==> src/rtl/ps2_scancode_decoder.sv <==
// ps2_scancode_decoder: turns raw PS/2 Set-2 bytes into key events.
// Tracks prefixes (E0 extended, F0 break, E1 discarded), shift/caps state,
// the last held key and a make-event counter.
// Optional build macro: PS2_TYPEMATIC_FILTER_EN suppresses auto-repeat makes
// of the currently held key (no event, no count, no caps toggle).
module ps2_scancode_decoder #(
  parameter int CNT_W = 8
) (
  input  logic             clk,
  input  logic             resetn,
  input  logic [7:0]       scan_data,
  input  logic             scan_ready,
  output logic             key_valid,
  output logic [7:0]       key_code,
  output logic             key_break,
  output logic             key_ext,
  output logic [7:0]       key_ascii,
  output logic             key_down,
  output logic [7:0]       held_code,
  output logic             shift_on,
  output logic             caps_on,
  output logic [CNT_W-1:0] press_count
);

  typedef enum logic [1:0] {
    ST_IDLE    = 2'd0,
    ST_EXT     = 2'd1,
    ST_BRK     = 2'd2,
    ST_EXT_BRK = 2'd3
  } state_t;

  state_t           state_r, state_next_s;
  logic             ev_fire_s, ev_break_s, ev_ext_s;
  logic             typematic_s, ev_accept_s, ev_make_s, upper_s;
  logic [7:0]       ev_ascii_s;
  logic             key_valid_r, key_break_r, key_ext_r, key_down_r;
  logic             lshift_r, rshift_r, caps_r, held_ext_r;
  logic [7:0]       key_code_r, key_ascii_r, held_code_r;
  logic [CNT_W-1:0] press_count_r;

  // Set-2 make code to ASCII; letters shifted to upper case when requested.
  function automatic logic [7:0] ascii_of(input logic [7:0] code, input logic upper);
    logic [7:0] letter;
    logic [7:0] other;
    case (code)
      8'h1C: letter = 8'h61;  8'h32: letter = 8'h62;  8'h21: letter = 8'h63;
      8'h23: letter = 8'h64;  8'h24: letter = 8'h65;  8'h2B: letter = 8'h66;
      8'h34: letter = 8'h67;  8'h33: letter = 8'h68;  8'h43: letter = 8'h69;
      8'h3B: letter = 8'h6A;  8'h42: letter = 8'h6B;  8'h4B: letter = 8'h6C;
      8'h3A: letter = 8'h6D;  8'h31: letter = 8'h6E;  8'h44: letter = 8'h6F;
      8'h4D: letter = 8'h70;  8'h15: letter = 8'h71;  8'h2D: letter = 8'h72;
      8'h1B: letter = 8'h73;  8'h2C: letter = 8'h74;  8'h3C: letter = 8'h75;
      8'h2A: letter = 8'h76;  8'h1D: letter = 8'h77;  8'h22: letter = 8'h78;
      8'h35: letter = 8'h79;  8'h1A: letter = 8'h7A;
      default: letter = 8'h00;
    endcase
    case (code)
      8'h45: other = 8'h30;  8'h16: other = 8'h31;  8'h1E: other = 8'h32;
      8'h26: other = 8'h33;  8'h25: other = 8'h34;  8'h2E: other = 8'h35;
      8'h36: other = 8'h36;  8'h3D: other = 8'h37;  8'h3E: other = 8'h38;
      8'h46: other = 8'h39;  8'h29: other = 8'h20;  8'h5A: other = 8'h0D;
      8'h66: other = 8'h08;
      default: other = 8'h00;
    endcase
    if (letter != 8'h00) begin
      ascii_of = upper ? (letter - 8'h20) : letter;
    end else begin
      ascii_of = other;
    end
  endfunction

  // Prefix state register.
  always_ff @(posedge clk) begin
    if (!resetn) begin
      state_r <= ST_IDLE;
    end else begin
      state_r <= state_next_s;
    end
  end

  // Prefix decoding: next state and whether this byte completes an event.
  always_comb begin
    state_next_s = state_r;
    ev_fire_s    = 1'b0;
    ev_break_s   = 1'b0;
    ev_ext_s     = 1'b0;
    if (scan_ready) begin
      case (state_r)
        ST_IDLE: begin
          case (scan_data)
            8'hE0:   state_next_s = ST_EXT;
            8'hF0:   state_next_s = ST_BRK;
            8'hE1:   state_next_s = ST_IDLE;
            default: ev_fire_s    = 1'b1;
          endcase
        end
        ST_EXT: begin
          case (scan_data)
            8'hF0:   state_next_s = ST_EXT_BRK;
            8'hE0:   state_next_s = ST_EXT;
            default: begin
              ev_fire_s    = 1'b1;
              ev_ext_s     = 1'b1;
              state_next_s = ST_IDLE;
            end
          endcase
        end
        ST_BRK: begin
          case (scan_data)
            8'hE0:   state_next_s = ST_EXT_BRK;
            8'hF0:   state_next_s = ST_BRK;
            default: begin
              ev_fire_s    = 1'b1;
              ev_break_s   = 1'b1;
              state_next_s = ST_IDLE;
            end
          endcase
        end
        ST_EXT_BRK: begin
          case (scan_data)
            8'hE0, 8'hF0: state_next_s = ST_EXT_BRK;
            default: begin
              ev_fire_s    = 1'b1;
              ev_break_s   = 1'b1;
              ev_ext_s     = 1'b1;
              state_next_s = ST_IDLE;
            end
          endcase
        end
        default: state_next_s = ST_IDLE;
      endcase
    end else begin
      state_next_s = state_r;
    end
  end

`ifdef PS2_TYPEMATIC_FILTER_EN
  assign typematic_s = ev_fire_s && !ev_break_s && key_down_r &&
                       (scan_data == held_code_r) && (ev_ext_s == held_ext_r);
`else
  assign typematic_s = 1'b0;
`endif

  assign ev_accept_s = ev_fire_s && !typematic_s;
  assign ev_make_s   = ev_accept_s && !ev_break_s;
  // Case selection uses modifier state from before the current event.
  assign upper_s     = (lshift_r | rshift_r) ^ caps_r;

  // ASCII only for plain (non-extended) make events.
  always_comb begin
    ev_ascii_s = 8'h00;
    if (ev_break_s || ev_ext_s) begin
      ev_ascii_s = 8'h00;
    end else begin
      ev_ascii_s = ascii_of(scan_data, upper_s);
    end
  end

  // Event output registers; fields hold until the next accepted event.
  always_ff @(posedge clk) begin
    if (!resetn) begin
      key_valid_r <= 1'b0;
      key_code_r  <= 8'h00;
      key_break_r <= 1'b0;
      key_ext_r   <= 1'b0;
      key_ascii_r <= 8'h00;
    end else begin
      key_valid_r <= ev_accept_s;
      if (ev_accept_s) begin
        key_code_r  <= scan_data;
        key_break_r <= ev_break_s;
        key_ext_r   <= ev_ext_s;
        key_ascii_r <= ev_ascii_s;
      end
    end
  end

  // Shift and caps-lock state, updated by non-extended modifier codes.
  always_ff @(posedge clk) begin
    if (!resetn) begin
      lshift_r <= 1'b0;
      rshift_r <= 1'b0;
      caps_r   <= 1'b0;
    end else if (ev_accept_s && !ev_ext_s) begin
      if (scan_data == 8'h12) lshift_r <= !ev_break_s;
      if (scan_data == 8'h59) rshift_r <= !ev_break_s;
      if ((scan_data == 8'h58) && !ev_break_s) caps_r <= !caps_r;
    end
  end

  // Held-key tracker and make-event counter.
  always_ff @(posedge clk) begin
    if (!resetn) begin
      key_down_r    <= 1'b0;
      held_code_r   <= 8'h00;
      held_ext_r    <= 1'b0;
      press_count_r <= {CNT_W{1'b0}};
    end else if (ev_make_s) begin
      key_down_r    <= 1'b1;
      held_code_r   <= scan_data;
      held_ext_r    <= ev_ext_s;
      press_count_r <= press_count_r + {{(CNT_W-1){1'b0}}, 1'b1};
    end else if (ev_accept_s && (scan_data == held_code_r) && (ev_ext_s == held_ext_r)) begin
      key_down_r <= 1'b0;
    end
  end

  assign key_valid   = key_valid_r;
  assign key_code    = key_code_r;
  assign key_break   = key_break_r;
  assign key_ext     = key_ext_r;
  assign key_ascii   = key_ascii_r;
  assign key_down    = key_down_r;
  assign held_code   = held_code_r;
  assign shift_on    = lshift_r | rshift_r;
  assign caps_on     = caps_r;
  assign press_count = press_count_r;

endmodule

==> config.mk <==
export PLATFORM = sky130hd
export DESIGN_NAME = ps2_scancode_decoder
export DESIGN_NICKNAME = d
export VERILOG_FILES = /design/src/rtl/ps2_scancode_decoder.sv
export SDC_FILE = /design/constraint.sdc
export NUM_CORES = 1
export LEC_CHECK = 0
export BUFFER_PORTS_ARGS = -buffer_cell sky130_fd_sc_hd__buf_2
export CAP_MARGIN = 15
export CORE_MARGIN = 10
export CORE_UTILIZATION = 51
export CTS_CLUSTER_SIZE = 12
export DETAILED_ROUTE_END_ITERATION = 12
export PLACE_DENSITY_LB_ADDON = 0.3
export SLEW_MARGIN = 40
export SYNTH_ARGS = -nofsm -noshare
export SYNTH_HDL_FRONTEND = slang
export SYNTH_SLANG_ARGS = --single-unit
==> constraint.sdc <==
create_clock -name clk -period 2.7 [get_ports clk]
set_input_delay 0.54 -clock clk [delete_from_list [all_inputs] [get_ports clk]]
set_output_delay 0.54 -clock clk [all_outputs]
set_load 0.05 [all_outputs]
* After elaboration in Yosys (flattened, before gate mapping)
Memory sizes are Yosys's and may differ from the RTL's.
Index checks and enable logic that the tools add are counted.
** Cells by class
- Add/sub/neg operators :: 2
- Eq/ne operators :: 25
- Multiplexer cells :: 21
- Bitwise operators :: 2
- Reduce and logical (&&, ||, !) cells :: 21
** Operators with widths (number)
- 6-bit case mux with 13 select lines :: 1
- 8-bit by 6-bit == test with 1-bit output, second input constant :: 7
- 8-bit by 7-bit == test with 1-bit output, second input constant :: 6
- 8-bit 2-to-1 mux :: 5
- 8-bit by 5-bit == test with 1-bit output, second input constant :: 3
- 8-bit == test, second input constant :: 3
- 1-bit 2-to-1 mux :: 9
- 8-bit by 1-bit adder with 8-bit output, second input constant :: 1
- 8-bit == test :: 1
- 2-bit case mux with 2 select lines :: 2
- 2-bit case mux with 4 select lines :: 1
- 2-bit AND reduction :: 4
- 8-bit nonzero test :: 1
- 8-bit by 6-bit subtractor with 8-bit output, second input constant :: 1
- 2-bit case mux with 3 select lines :: 1
- 2-bit OR reduction :: 3
- 3-bit OR reduction :: 2
- 1-bit logical AND :: 5
- 2-bit == test, second input constant :: 2
- 4-bit by 3-bit inequality test with 1-bit output, second input constant :: 1
- 1-bit logical NOT :: 3
- 2-bit by 1-bit == test with 1-bit output, second input constant :: 1
- 2-bit logical NOT :: 1
- 2-bit 2-to-1 mux :: 1
- other kinds (6) :: 6
** Word-level totals
- Register bits after elaboration :: 42
- Bits in read-only memories :: 896
- Input bits :: 11
- Output and inout port bits :: 38
- Memories :: 1
** Memory list
- (name not given) :: depth 128, width 7, read ports 1, clocked after memory_dff 0, write ports 0, line 45 : case (code)

* Longest topological paths before layout
- Depth in word-level cells :: 11
- Mapped depth :: 11
- Gate-level depth less buffers :: 9

* Worst setup path after synthesis
Ideal clock, no wire load.
- Path type :: input to register
- Start point :: in scan_data[1]
- End point :: reg key_ascii_r[5] (netlist: key_ascii[5])
- Library setup time :: 0.114 ns
- Data arrival time :: 2.677 ns
- Required time :: 2.586 ns
- Path slack :: -0.091 ns
- Cell stages on the path :: 10
- Path through :: clkbuf_1 inv_1 ha_1 or4bb_1 o311ai_0 a31oi_1 o31a_1 ha_1 nor2_1 a21o_1
** Between the ends
- Longest elaborated chain between the ends :: 7
- Elaborated cells on any way between the ends :: 36
- Those cells by class :: 1 x add/sub; 16 x eq/ne; 14 x mux; 4 x reduce/logical; 1 x memory
** Ends and longest elaborated chain
- from (decl) :: line 11 : input logic [7:0] scan_data,
- memory read 128 x 7 bit / 8-bit == test (equally long branches)
- 8-bit 2-to-1 mux / 2-bit OR reduction (equally long branches)
- 8-bit 2-to-1 mux / 1-bit 2-to-1 mux (equally long branches)
- 8-bit by 6-bit subtractor with 8-bit output / 1-bit 2-to-1 mux (equally long branches)
- 8-bit 2-to-1 mux / 1-bit 2-to-1 mux (equally long branches) :: line 66, 87
- 8-bit 2-to-1 mux / 1-bit logical OR (equally long branches) :: line 65, 152
- 8-bit 2-to-1 mux :: line 152 : if (ev_break_s || ev_ext_s) begin
- to (signal assigned) :: line 173 : key_ascii_r <= ev_ascii_s;
- to (decl) :: line 38 : logic [7:0] key_code_r, key_ascii_r, held_code_r;
Parallel ways exist; a longest one is shown, timed or not. The select of a mux whose other input is x is not followed.
A chain may end at the register's enable or synchronous reset.

* Worst setup path in the final report
Ends and elaborated chain as after synthesis.

==> run summary <==
clock transition at the registers of the reported paths: 90 ps
Syn Area/Cell: 8.60 µm²
Buffers on Ports: 48
post-DP HPWL: 6110 µm
maximum clock path buffer count: 2
Simple-Gate Fraction of Synth Area: 0.256
Peak VDD IR: 0.429 mV
I/O Pins: 49
largest net degree at the start of global routing: 21
final hold vios: 0
library cells used by synthesis: 67
slowest stage delay, CP: 480 ps
type of origin of the critical path: primary input
Layout area overhead: 19.1%
Synth Flop Type: dfxtp_1
CTS sink cnt: 42
die width: 94.7 µm
Hold Buf Count CTS: 0
fin util: 0.620
largest family of logic cells by synthesized area: simple AND/OR/NAND/NOR gates
post-synthesis compound-gate area fraction: 0.178
clock skew: 5.84 ps
setup bufs post-CTS: 0
final WL: 8030 µm
Fin Hold WS: 473 ps
DR DRC count: 0
drt initial violations: 383
RSZ-0062 raised after global routing: false
Syn Nets: 352
most common cell in the synthesized netlist: dfxtp_1
Max Clk Rate: 0.419 GHz
Yosys top cell by area: dfxtp_1
fin worst setup slack: 313 ps
Final ANT Viol Nets: 0
Crit. End Element: flop
initial antenna violation count: 0
max-cap violations: 0
GRT Total Usage: 0.177
root buffer cell: clkbuf_8
Post-Layout Cell Count: 462
status: complete, no violations
CTS buffer count: 5
Yosys warnings: 0
cells after synthesis: 331
CP Max Fanout: 5
R2R Setup Slk: 1170 ps
Final period util: 0.884
cell total after placement: 454
top cells by count, synth: dfxtp_1 (42), nor2_1 (33), mux2i_1 (27), nor2b_1 (18), nand2_1 (17)
Via density: 5.74
Cell Rows: 27
gp weighted congestion: 0.948
placed cell area: 3270 µm²
Syn Std Cell Area: 2850 µm²
total power: 1.59 mW
first-pass GRT wire length: 13,000 µm
core footprint: 5470 µm²
Setup TNS Final: 0 ps
htree depth: 2
Seq cells post-synth: 42
Initial Util: 0.520
Final setup violation count: 0
1st-pass router iterations: 4
routed len/inst: 17.4 µm
CP arrival: 2600 ps
slowest CP cell: or4bb_1
final-layout fill cell count: 490
Antenna diodes: 0
Slew Limit Fails: 0
Synth area leaders: dfxtp_1 (30%), mux2i_1 (9.5%), ha_1 (4.4%), nor2_1 (4.3%), nor2b_1 (4.0%)
post-CTS sizing: 0
CTS tree: done
vias in the first global route: 2,622
XOR/XNOR Fraction of Synth Area: 0.0584
top-area cell type share of the netlist area: 0.295
Post-synth EDFFs: 0
multiplexer area fraction after synthesis: 0.0949
Worst Hold Class: flop to flop
clock network latency to the later pin of the worst-skew pair: 310 ps
critical path's most frequent cell: ha_1
GRT Residual Overflow: 0
total number of vias: 2,651
worst slack, placed: 10.2 ps
Synth Area in Adders: 0.0439
post-route cell area: 3390 µm²
Layout Nets: 410
asr flop ratio synth: 0
Slew @ Worst Pin: 518 ps
share of cells above drive strength 1: 0.244
Leakage: 1.52 nW
Crit Path Class: primary input to flop
crit-path cells: buf_2, inv_1, ha_1, or4bb_1, o311ai_0, a31oi_1, o31a_1, ha_1, nor2_1, a21o_1
Period minus WS final: 2390 ps
die area: 8970 µm²
Slew HR: 0.652
CP required: 2910 ps
P per Cell Area: 469 nW/µm²
die height: 94.7 µm
Seq/Total Area, Yosys: 0.295
==> state kept, by name (all words and copies together), names as in the netlist <==
name,flops
state_r,2
held_code,8
key_code,8
rshift_r,1
press_count,8
key_valid,1
held_ext_r,1
key_ascii,8
key_break,1
key_ext,1
key_down,1
caps_on,1
lshift_r,1
==> cell families (layout without fill, tap and decap cells) <==
family,after synthesis,in the layout
flops,42,42
buf+inv,38,97
compound gates,67,67
mux,27,27
fa+ha+maj,10,10
xor+xnor,19,19
simple gates,128,128
==> per-layer routing <==
| metal | up-vias | global-route usage | share of wire | wire [µm] |
|---|---|---|---|---|
| met5 | - | 0 | 0 | 0 |
| met1 | 1229 | 0.222 | 0.43 | 3480 |
| met2 | 98 | 0.297 | 0.49 | 3910 |
| met4 | 0 | 0.0536 | 0.013 | 103 |
| met3 | 10 | 0.0373 | 0.067 | 538 |
| li1 | 1314 | - | - | - |
==> final timing paths <==
check                            startpoint                   endpoint  depth (start not counted)
setup / recovery               scan_data[1]  key_ascii[5]$_SDFFE_PN0P_                         10
hold / removal    key_ascii[0]$_SDFFE_PN0P_  key_ascii[0]$_SDFFE_PN0P_                          2
hold reg to reg   key_ascii[0]$_SDFFE_PN0P_  key_ascii[0]$_SDFFE_PN0P_                          2
setup reg to reg    state_r[0]$_SDFFE_PN0P_  key_ascii[1]$_SDFFE_PN0P_                          4
==> cells in the final DEF, fill, tap and decap left out, drive strengths merged, types with 3 or more instances in the layout <==
cell type,instances
a211oi,4
nand2,17
inv,11
o221a,3
a31oi,6
clkbuf,5
nand4,11
nor3,5
and2,5
or2b,3
xor2,9
buf,78
nand2b,4
nand3,7
o21ai,9
ha,10
nor2,33
o211ai,5
nor2b,18
nor4,3
mux2i,27
dfxtp,42
a21oi,11
xnor2,10
and3,4
==> area by class of cell <==
type	instances	area [µm²]	share of cell area
multi-input cells	251	1800	0.530
flip-flops and latches	42	841	0.248
repair buffers	78	503	0.148
well taps	72	90.1	0.0266
clock buffers	5	68.8	0.0203
clock inverters	3	48.8	0.0144
inverters	11	41.3	0.0122
==> where the power goes <==
group	total, mW	switching, mW	internal, mW
clock network	0.538	0.256	0.282
logic	0.394	0.255	0.138
registers	0.660	0.0176	0.643
total	1.59	0.529	1.06
==> critical path, delay by kind of cell <==
family | cells | cell delay [ps]
fa+ha+maj | 2 | 620
compound gates | 4 | 690
buf+inv | 2 | 220
simple gates | 2 | 520
(Power assumes the default switching activity.)
